==> config.mk <==
export PLATFORM = sky130hd
export DESIGN_NAME = regfile_wb_ctrl
export DESIGN_NICKNAME = d
export VERILOG_FILES = /design/src/rtl/regfile_wb_ctrl.sv
export SDC_FILE = /design/constraint.sdc
export NUM_CORES = 1
export LEC_CHECK = 0
export ABC_AREA = 1
export ABC_CLOCK_PERIOD_IN_PS = 2700
export BUFFER_PORTS_ARGS = -buffer_cell sky130_fd_sc_hd__buf_4
export CAP_MARGIN = 20
export CORE_ASPECT_RATIO = 0.6
export CORE_MARGIN = 5
export CORE_UTILIZATION = 52
export DETAILED_ROUTE_END_ITERATION = 10
export PLACE_DENSITY_LB_ADDON = 0.25
export SYNTH_ARGS = -nofsm -noshare
export SYNTH_HDL_FRONTEND = slang
export SYNTH_SLANG_ARGS = --single-unit
export TNS_END_PERCENT = 10
==> constraint.sdc <==
create_clock -name clk -period 2.7 [get_ports clk]
set_input_delay 0.27 -clock clk [delete_from_list [all_inputs] [get_ports clk]]
set_output_delay 0.27 -clock clk [all_outputs]
set_load 0.02 [all_outputs]
==> src/rtl/regfile_wb_ctrl.sv <==
// regfile_wb_ctrl
// Write-back controller for a 2**AW x DW register file.
// Two requesters share the file's single write port:
//   A = ALU result path, B = memory-load path.
// Each uses a valid/ready handshake. A round-robin pointer resolves contention.
// A pending-write scoreboard holds one bit per register. Decode uses it to
// detect RAW hazards and to refuse WAW reservations.
//
// Ports:
//   clk                      rising-edge clock
//   rst                      asynchronous, active-low reset
//   a_valid/a_sel/a_data     ALU write-back request
//   a_ready                  ALU request accepted this cycle
//   b_valid/b_sel/b_data     load write-back request
//   b_ready                  load request accepted this cycle
//   rsv_en/rsv_sel           decode reserves a destination register
//   rsv_ok                   reservation of rsv_sel is accepted
//   chk_a/chk_b              decode source registers
//   haz_a/haz_b              source register has a pending write
//   pend                     scoreboard vector, one bit per register
//   wen/selRd/rd             registered regfile write port
//   err                      sticky: a write committed to a non-pending register
module regfile_wb_ctrl #(
  parameter int DW = 16,
  parameter int AW = 4
) (
  input  logic               clk,
  input  logic               rst,
  input  logic               a_valid,
  input  logic [AW-1:0]      a_sel,
  input  logic [DW-1:0]      a_data,
  output logic               a_ready,
  input  logic               b_valid,
  input  logic [AW-1:0]      b_sel,
  input  logic [DW-1:0]      b_data,
  output logic               b_ready,
  input  logic               rsv_en,
  input  logic [AW-1:0]      rsv_sel,
  output logic               rsv_ok,
  input  logic [AW-1:0]      chk_a,
  input  logic [AW-1:0]      chk_b,
  output logic               haz_a,
  output logic               haz_b,
  output logic [(2**AW)-1:0] pend,
  output logic               wen,
  output logic [AW-1:0]      selRd,
  output logic [DW-1:0]      rd,
  output logic               err
);

  localparam int NR = 2**AW;

  // Round-robin pointer: 1 means B is preferred on the next contention.
  // It resets to 0, so the first contention after reset goes to A.
  logic          prefer_b;

  logic          grant_a;
  logic          grant_b;
  logic          take;
  logic [AW-1:0] next_sel;
  logic [DW-1:0] next_data;

  logic [NR-1:0] set_mask;
  logic [NR-1:0] clr_mask;
  logic [NR-1:0] pend_next;
  logic          commit_err;

  // Arbitration depends only on the valids, the pointer and reset.
  // It never depends on sel, data or the scoreboard, so a requester can
  // compute valid without waiting for ready and no loop can form.
  always_comb begin
    grant_a = 1'b0;
    grant_b = 1'b0;
    if (rst) begin
      if (a_valid && b_valid) begin
        grant_a = ~prefer_b;
        grant_b = prefer_b;
      end else begin
        grant_a = a_valid;
        grant_b = b_valid;
      end
    end
  end

  assign a_ready = grant_a;
  assign b_ready = grant_b;
  assign take    = grant_a | grant_b;

  // Select the winning requester's destination and data.
  always_comb begin
    next_sel  = a_sel;
    next_data = a_data;
    if (grant_b) begin
      next_sel  = b_sel;
      next_data = b_data;
    end
  end

  // Scoreboard update masks.
  // A reservation sets its bit. A committing write (wen high) clears the bit
  // of the register it writes. Set is OR-ed in after the clear, so set wins
  // when both hit the same bit on the same edge.
  // A WAW reservation is refused, and a refused request leaves pend unchanged.
  always_comb begin
    set_mask = '0;
    clr_mask = '0;
    if (rsv_en && rsv_ok) begin
      set_mask[rsv_sel] = 1'b1;
    end
    if (wen) begin
      clr_mask[selRd] = 1'b1;
    end
    pend_next = (pend & ~clr_mask) | set_mask;
  end

  // A commit to a register that was not pending indicates a decode or
  // requester bug. The write still happens, and the error is only flagged.
  assign commit_err = wen & ~pend[selRd];

  assign rsv_ok = rst & ~pend[rsv_sel];
  assign haz_a  = pend[chk_a];
  assign haz_b  = pend[chk_b];

  // The pointer moves only when a grant is made. It then points away from
  // the winner, so continuous contention alternates A,B,A,B.
  always_ff @(posedge clk or negedge rst) begin
    if (!rst) begin
      prefer_b <= 1'b0;
    end else if (grant_a) begin
      prefer_b <= 1'b1;
    end else if (grant_b) begin
      prefer_b <= 1'b0;
    end
  end

  // Registered regfile write port: one cycle from accept to the write edge.
  // selRd/rd hold their values in idle cycles. Only wen drops.
  // Reset discards an accepted write that has not yet committed.
  always_ff @(posedge clk or negedge rst) begin
    if (!rst) begin
      wen   <= 1'b0;
      selRd <= '0;
      rd    <= '0;
    end else begin
      wen <= take;
      if (take) begin
        selRd <= next_sel;
        rd    <= next_data;
      end
    end
  end

  // Scoreboard state and the sticky error flag.
  always_ff @(posedge clk or negedge rst) begin
    if (!rst) begin
      pend <= '0;
      err  <= 1'b0;
    end else begin
      pend <= pend_next;
      if (commit_err) begin
        err <= 1'b1;
      end
    end
  end

endmodule

==> impl_metrics.env, run 1 <==
export IMPL_status="finished clean"
export IMPL_wl_per_cell_um=16.2
export IMPL_path_class="flop to primary output"
export IMPL_syn_nets=424
export IMPL_synthDistinctLibCells=20
export IMPL_ant_nets=0
export IMPL_syn_area_per_cell_sq_um=6.74
export IMPL_relSlewSlack_pct=53.9
export IMPL_clock_sinks=39
export IMPL_syn2layout_area_growth_pct=34.6
export IMPL_critPathLaunchType="flop"
export IMPL_die_w_um=99.0
export IMPL_num_rows=19
export IMPL_final_cell_mix="nand2_1 (121), buf_4 (102), nand3_1 (43)"
export IMPL_cap_violations=0
export IMPL_cp_max_fo=22
export IMPL_setup_tns_ns=0
export IMPL_worstSetupStartpoint="prefer_b"
export IMPL_ys_ff_latch=39
export IMPL_critPathCaptureType="primary output"
export IMPL_grt_antenna_before_repair=0
export IMPL_clk_latency_ns=0.29
export IMPL_htree_levels=2
export IMPL_max_slew_worst_pin_slew_ns=0.690
export IMPL_syn_inst=367
export IMPL_start_util_pct=53.9
export IMPL_num_vias=2956
export IMPL_cts_setup_buffers=0
export IMPL_core_sq_um=4590
export IMPL_rsz0062_at_grt="no"
export IMPL_dr_pass1_iters=5
export IMPL_yosys_warnings=0
export IMPL_grt_pass1_vias=2716
export IMPL_min_period_ns=2.08
export IMPL_cts_tree="done"
export IMPL_cts_root_buf="clkbuf_8"
export IMPL_antennaDiodeCount=0
export IMPL_hold_violations=0
export IMPL_power_density_nw_per_um2=847
export IMPL_gp_congestion=0.962
export IMPL_die_h_um=63.4
export IMPL_pin_count=100
export IMPL_fillers=395
export IMPL_first_iter_violations=314
export IMPL_drv_slew=0
export IMPL_layout_nets=517
export IMPL_max_freq_ghz=0.481
export IMPL_setup_violations=0
export IMPL_grt_overflow=0
export IMPL_die_area_sq_um=6280
export IMPL_r2r_start="prefer_b"
export IMPL_vdd_drop_max_mv=0.724
export IMPL_arrival_ns=1.81
export IMPL_hpwl_um=6540
export IMPL_drc=0
export IMPL_leakagePower_nw=1.72
export IMPL_io_buffers=99
export IMPL_ctsResizeCount=0
export IMPL_cp_data_required_time_ns=2.43
export IMPL_routed_wl_um=8500
export IMPL_numCtsBuffers=5
export IMPL_ff2ff_path_depth=7
export IMPL_grt_usage_pct=26.6
export IMPL_via_per_inst=5.64
export IMPL_power_mw=2.82
export IMPL_grt_max_degree=41
export IMPL_drive_gt1_share_pct=25.2
export IMPL_cts_hold_buf=0
export IMPL_hp_class="input port to asynchronous set/reset pin"
export IMPL_yosysSeqAreaShare_pct=39.5
export IMPL_mostFrequentLayoutCell="nand2_1"
export IMPL_syn_area_sq_um=2470
export IMPL_clk_pin_slew_ns=0.08
export IMPL_grt_pass1_wl_um=13400
export IMPL_fin_crit_sh_pct=76.9
export IMPL_clk_path_buf_depth=2
export IMPL_clock_skew_ns=0.00656
==> state kept, by name, indices dropped and copies added (netlist names) <==
signal    count
pend         16
rd           16
selRd         4
err           1
prefer_b      1
wen           1
==> cells by family after synthesis <==
| group | count (synthesis) | synth area share, % |
|---|---|---|
| DFF | 39 | 39.5 |
| buffers and inverters | 50 | 9.26 |
| and+or+nand+nor | 212 | 36.5 |
| AOI/OAI and AO/OA | 66 | 14.7 |
==> power by group <==
| group | leakage (nW) | internal (mW) | switching, mW |
|---|---|---|---|
| combinational | 1.20 | 0.504 | 0.780 |
| sequential | 0.463 | 0.767 | 0.277 |
| clock | 0.0581 | 0.275 | 0.215 |
==> per-layer routing <==
layer / wire length (um) / GRT usage (%) / vias to the layer above / part of all wire, %
met3: 959 / 7.17 / 6 / 11
li1: - / - / 1400 / -
met1: 3880 / 39.8 / 1373 / 46
met2: 3610 / 38.6 / 177 / 42
met5: 0 / 0 / - / 0
met4: 49 / 5.28 / 0 / 0.58
==> final timing paths <==
path | to | slack [ns]
worst max-delay path | b_ready | 0.62
worst max register to register | selRd[2] | 1.13
min in group clk | rd[8] | 0.19
worst min register to register | err | 0.52
max in group asynchronous | pend[11] | 2.24
worst min-delay path | pend[5] | 0.09
==> synthesized netlist by cell type <==
library cell / count / area, sq um
o22ai_1: 1 / 6.26
a21oi_1: 12 / 60.1
nand3_1: 43 / 215
nor2_2: 1 / 6.26
buf_2: 6 / 30.0
inv_1: 31 / 116
clkbuf_1: 5 / 18.8
buf_4: 1 / 7.51
nand2_1: 121 / 454
nor2_4: 1 / 11.3
buf_6: 4 / 45.0
nand4_1: 16 / 100
nor2_1: 28 / 105
dfrtp_1: 39 / 976
o21bai_1: 1 / 7.51
nand2_2: 1 / 6.26
o21ai_0: 40 / 200
inv_2: 3 / 11.3
nor3_1: 1 / 5.00
o211ai_1: 12 / 90.1
==> area by class of cell <==
cell class,instances,area (sq um),share of cell area [%]
well taps,63,78.8,2.37
flip-flops and latches,39,976,29.3
multi-input cells,278,1270,38.1
inverters,34,128,3.83
clock inverters,3,43.8,1.32
clock buffers,5,68.8,2.07
repair buffers,102,766,23.0
==> per-stage QoR <==
step	cell area (sq um)	hold WS (ns)	instances	util (%)	setup slack, ns
2_1_floorplan	2470	-0.0256	367	-	1.10
3_3_place_gp	3220	0.421	516	70.1	0.990
3_5_place_dp	3220	0.421	516	70.1	0.964
4_1_cts	3330	0.104	524	72.5	0.657
5_1_grt	3330	0.117	524	72.5	0.551
6_report	3330	0.0909	524	72.5	0.623
==> worst max-delay path, stage by stage, from the launching register on <==
cell	delay (ns)
dfrtp_1	0.35
inv_1	0.05
nand2_1	0.05
nand3_1	0.07
buf_4	0.21
inv_1	0.53
buf_4	0.26
(Power assumes the default switching activity.)
==> run 2, diff against run 1 <==
- ABC_CLOCK_PERIOD_IN_PS: 2700 -> 2200
- CORE_UTILIZATION: 52 -> 49
- clock period: 2.7 -> 2.2 ns (I/O delays scaled with it)
==> run 2 against run 1 <==
Compared with the run above:
- non-clock buffer count rose by 3
- routed wire length fell by 3.2%
- clock skew up 0.0012 ns
- first-iteration DRC count fell by 21%
- cell area is essentially flat
- worst hold slack better by 0.050 ns
- largest cell class unchanged
- critical path depth is the same
- sequential cell count unchanged
- clock power is 3% lower
- die area up 5.3%
- utilization fell by 5.8 points
- clock-buffer cell count rose by 2
==> impl_metrics.env, run 2 (same netlist as run 1, synthesis figures left out) <==
export IMPL_final_cell_mix="nand2_1 (121), buf_4 (104), nand3_1 (43)"
export IMPL_hold_slack_ns=0.141
export IMPL_cap_violations=0
export IMPL_drv_slew=0
export IMPL_drc=0
export IMPL_arrival_ns=1.79
export IMPL_leakagePower_nw=1.72
export IMPL_cts_tree="done"
export IMPL_num_rows=20
export IMPL_cp_max_fo=22
export IMPL_top_regs="pend (16), rd (16), selRd (4)"
export IMPL_drive_gt1_share_pct=25.0
export IMPL_cts_setup_buffers=0
export IMPL_syn2layout_area_growth_pct=34.5
export IMPL_max_freq_ghz=0.496
export IMPL_seqPwrFrac_pct=38.0
export IMPL_max_slew_worst_pin_slew_ns=0.452
export IMPL_wl_per_cell_um=15.5
export IMPL_die_w_um=102
export IMPL_vdd_drop_max_mv=0.848
export IMPL_setup_tns_ns=0
export IMPL_p_sw_share_pct=46.0
export IMPL_min_period_ns=2.01
export IMPL_status="finished clean"
export IMPL_layout_nets=520
export IMPL_antennaDiodeCount=0
export IMPL_p_comb_share_pct=47.7
export IMPL_internal_power_mw=1.79
export IMPL_critPathCaptureType="primary output"
export IMPL_htree_levels=2
export IMPL_hp_class="input port to flop"
export IMPL_num_vias=2928
export IMPL_fillers=430
export IMPL_worst_r2r_setup_slack_ns=0.61
export IMPL_critPathLaunchType="input port"
export IMPL_rsz0062_at_grt="no"
export IMPL_dp_cells=521
export IMPL_clock_skew_ns=0.00776
export IMPL_fin_crit_sh_pct=91.6
export IMPL_grt_antenna_before_repair=0
export IMPL_grt_usage_pct=24.9
export IMPL_grt_overflow=0
export IMPL_clk_path_buf_depth=2
export IMPL_switchingPower_mw=1.52
export IMPL_path_class="input port to primary output"
export IMPL_clk_pin_slew_ns=0.08
export IMPL_p_clk_share_pct=14.3
export IMPL_core_sq_um=4980
export IMPL_placed_cell_area_sq_um=3230
export IMPL_grt_pass1_vias=2614
export IMPL_grt_max_degree=23
export IMPL_gp_congestion=0.969
export IMPL_die_area_sq_um=6610
export IMPL_ant_nets=0
export IMPL_setup_violations=0
export IMPL_hpwl_um=6410
export IMPL_final_area_sq_um=3330
export IMPL_clock_sinks=39
export IMPL_pin_count=100
export IMPL_start_util_pct=49.6
export IMPL_hold_violations=0
export IMPL_power_density_nw_per_um2=996
export IMPL_via_per_inst=5.52
export IMPL_fin_cells=530
export IMPL_grt_pass1_wl_um=12900
export IMPL_cts_root_buf="clkbuf_8"
export IMPL_io_buffers=99
export IMPL_routed_wl_um=8230
export IMPL_mostFrequentLayoutCell="nand2_1"
export IMPL_power_mw=3.31
export IMPL_numCtsBuffers=5
export IMPL_die_h_um=65.0
export IMPL_dr_pass1_iters=8
export IMPL_relSlewSlack_pct=69.8
export IMPL_first_iter_violations=248
export IMPL_cp_data_required_time_ns=1.98
export IMPL_clk_latency_ns=0.29
## run 2: cell count changes in the layout (fill, tap and decap cells not counted), sizes merged
cell | previous run | this run
buf | 102 | 104
clkbuf | 5 | 7
bufinv | 1 | 0
clkinv | 2 | 1
dlygate4sd3 | 0 | 1
## run 2: critical path, stage by stage
cell and delay, ns:
dlygate4sd3_1 0.53, buf_4 0.29, nand3_1 0.15, inv_1 0.17
buf_4 0.25, buf_4 0.18
## run 2: final cells by class
| class | count | area (sq um) | share of cell area, % |
|---|---|---|---|
| clock buffer | 7 | 76.3 | 2.29 |
| timing repair buffer | 105 | 791 | 23.8 |
| multi-input combinational | 278 | 1270 | 38.1 |
| sequential | 39 | 976 | 29.3 |
| tap | 66 | 82.6 | 2.48 |
| clock inverter | 1 | 5.00 | 0.150 |
| inverter | 34 | 128 | 3.84 |
## run 2: power by group through the flow
stage | registers [mW] | logic [mW] | clock network [mW]
6_report | 1.26 | 1.58 | 0.474
5_1_grt | 1.29 | 1.71 | 0.515
4_1_cts | 1.24 | 1.57 | 0.480
3_5_place_dp | 1.25 | 1.56 | 0
3_3_place_gp | 1.25 | 1.54 | 0
2_1_floorplan | 1.43 | 0.630 | 0
## run 2: final timing paths
kind | startpoint | endpoint | cells past startpoint
worst max register to register | pend[0] | pend[8] | 9
worst min register to register | err | err | 1
worst max-delay path | rst | b_ready | 6
min in group asynchronous | rst | pend[11] | 2
worst min-delay path | b_data[3] | rd[3] | 3
max in group asynchronous | rst | rd[10] | 3
## run 2: stage by stage
step	util (%)	setup slack, ns
after floorplan	-	0.651
after global placement	64.9	0.756
after detailed placement	64.9	0.721
after CTS	66.8	0.172
after global routing	66.8	0.0410
final	66.8	0.186
## run 2: routing by layer
layer,part of all wire (%),vias up,track usage (%)
met3,13,11,9.46
li1,-,1408,-
met4,0.83,0,3.98
met2,42,163,33.0
met5,0,-,0
met1,45,1346,38.4
## run 2: what timing repair did
| item | CTS | global route |
|---|---|---|
| hold buffers | 1 | 0 |
| hold endpoints to repair | 18 | 0 |
| resized for setup | 0 | 0 |
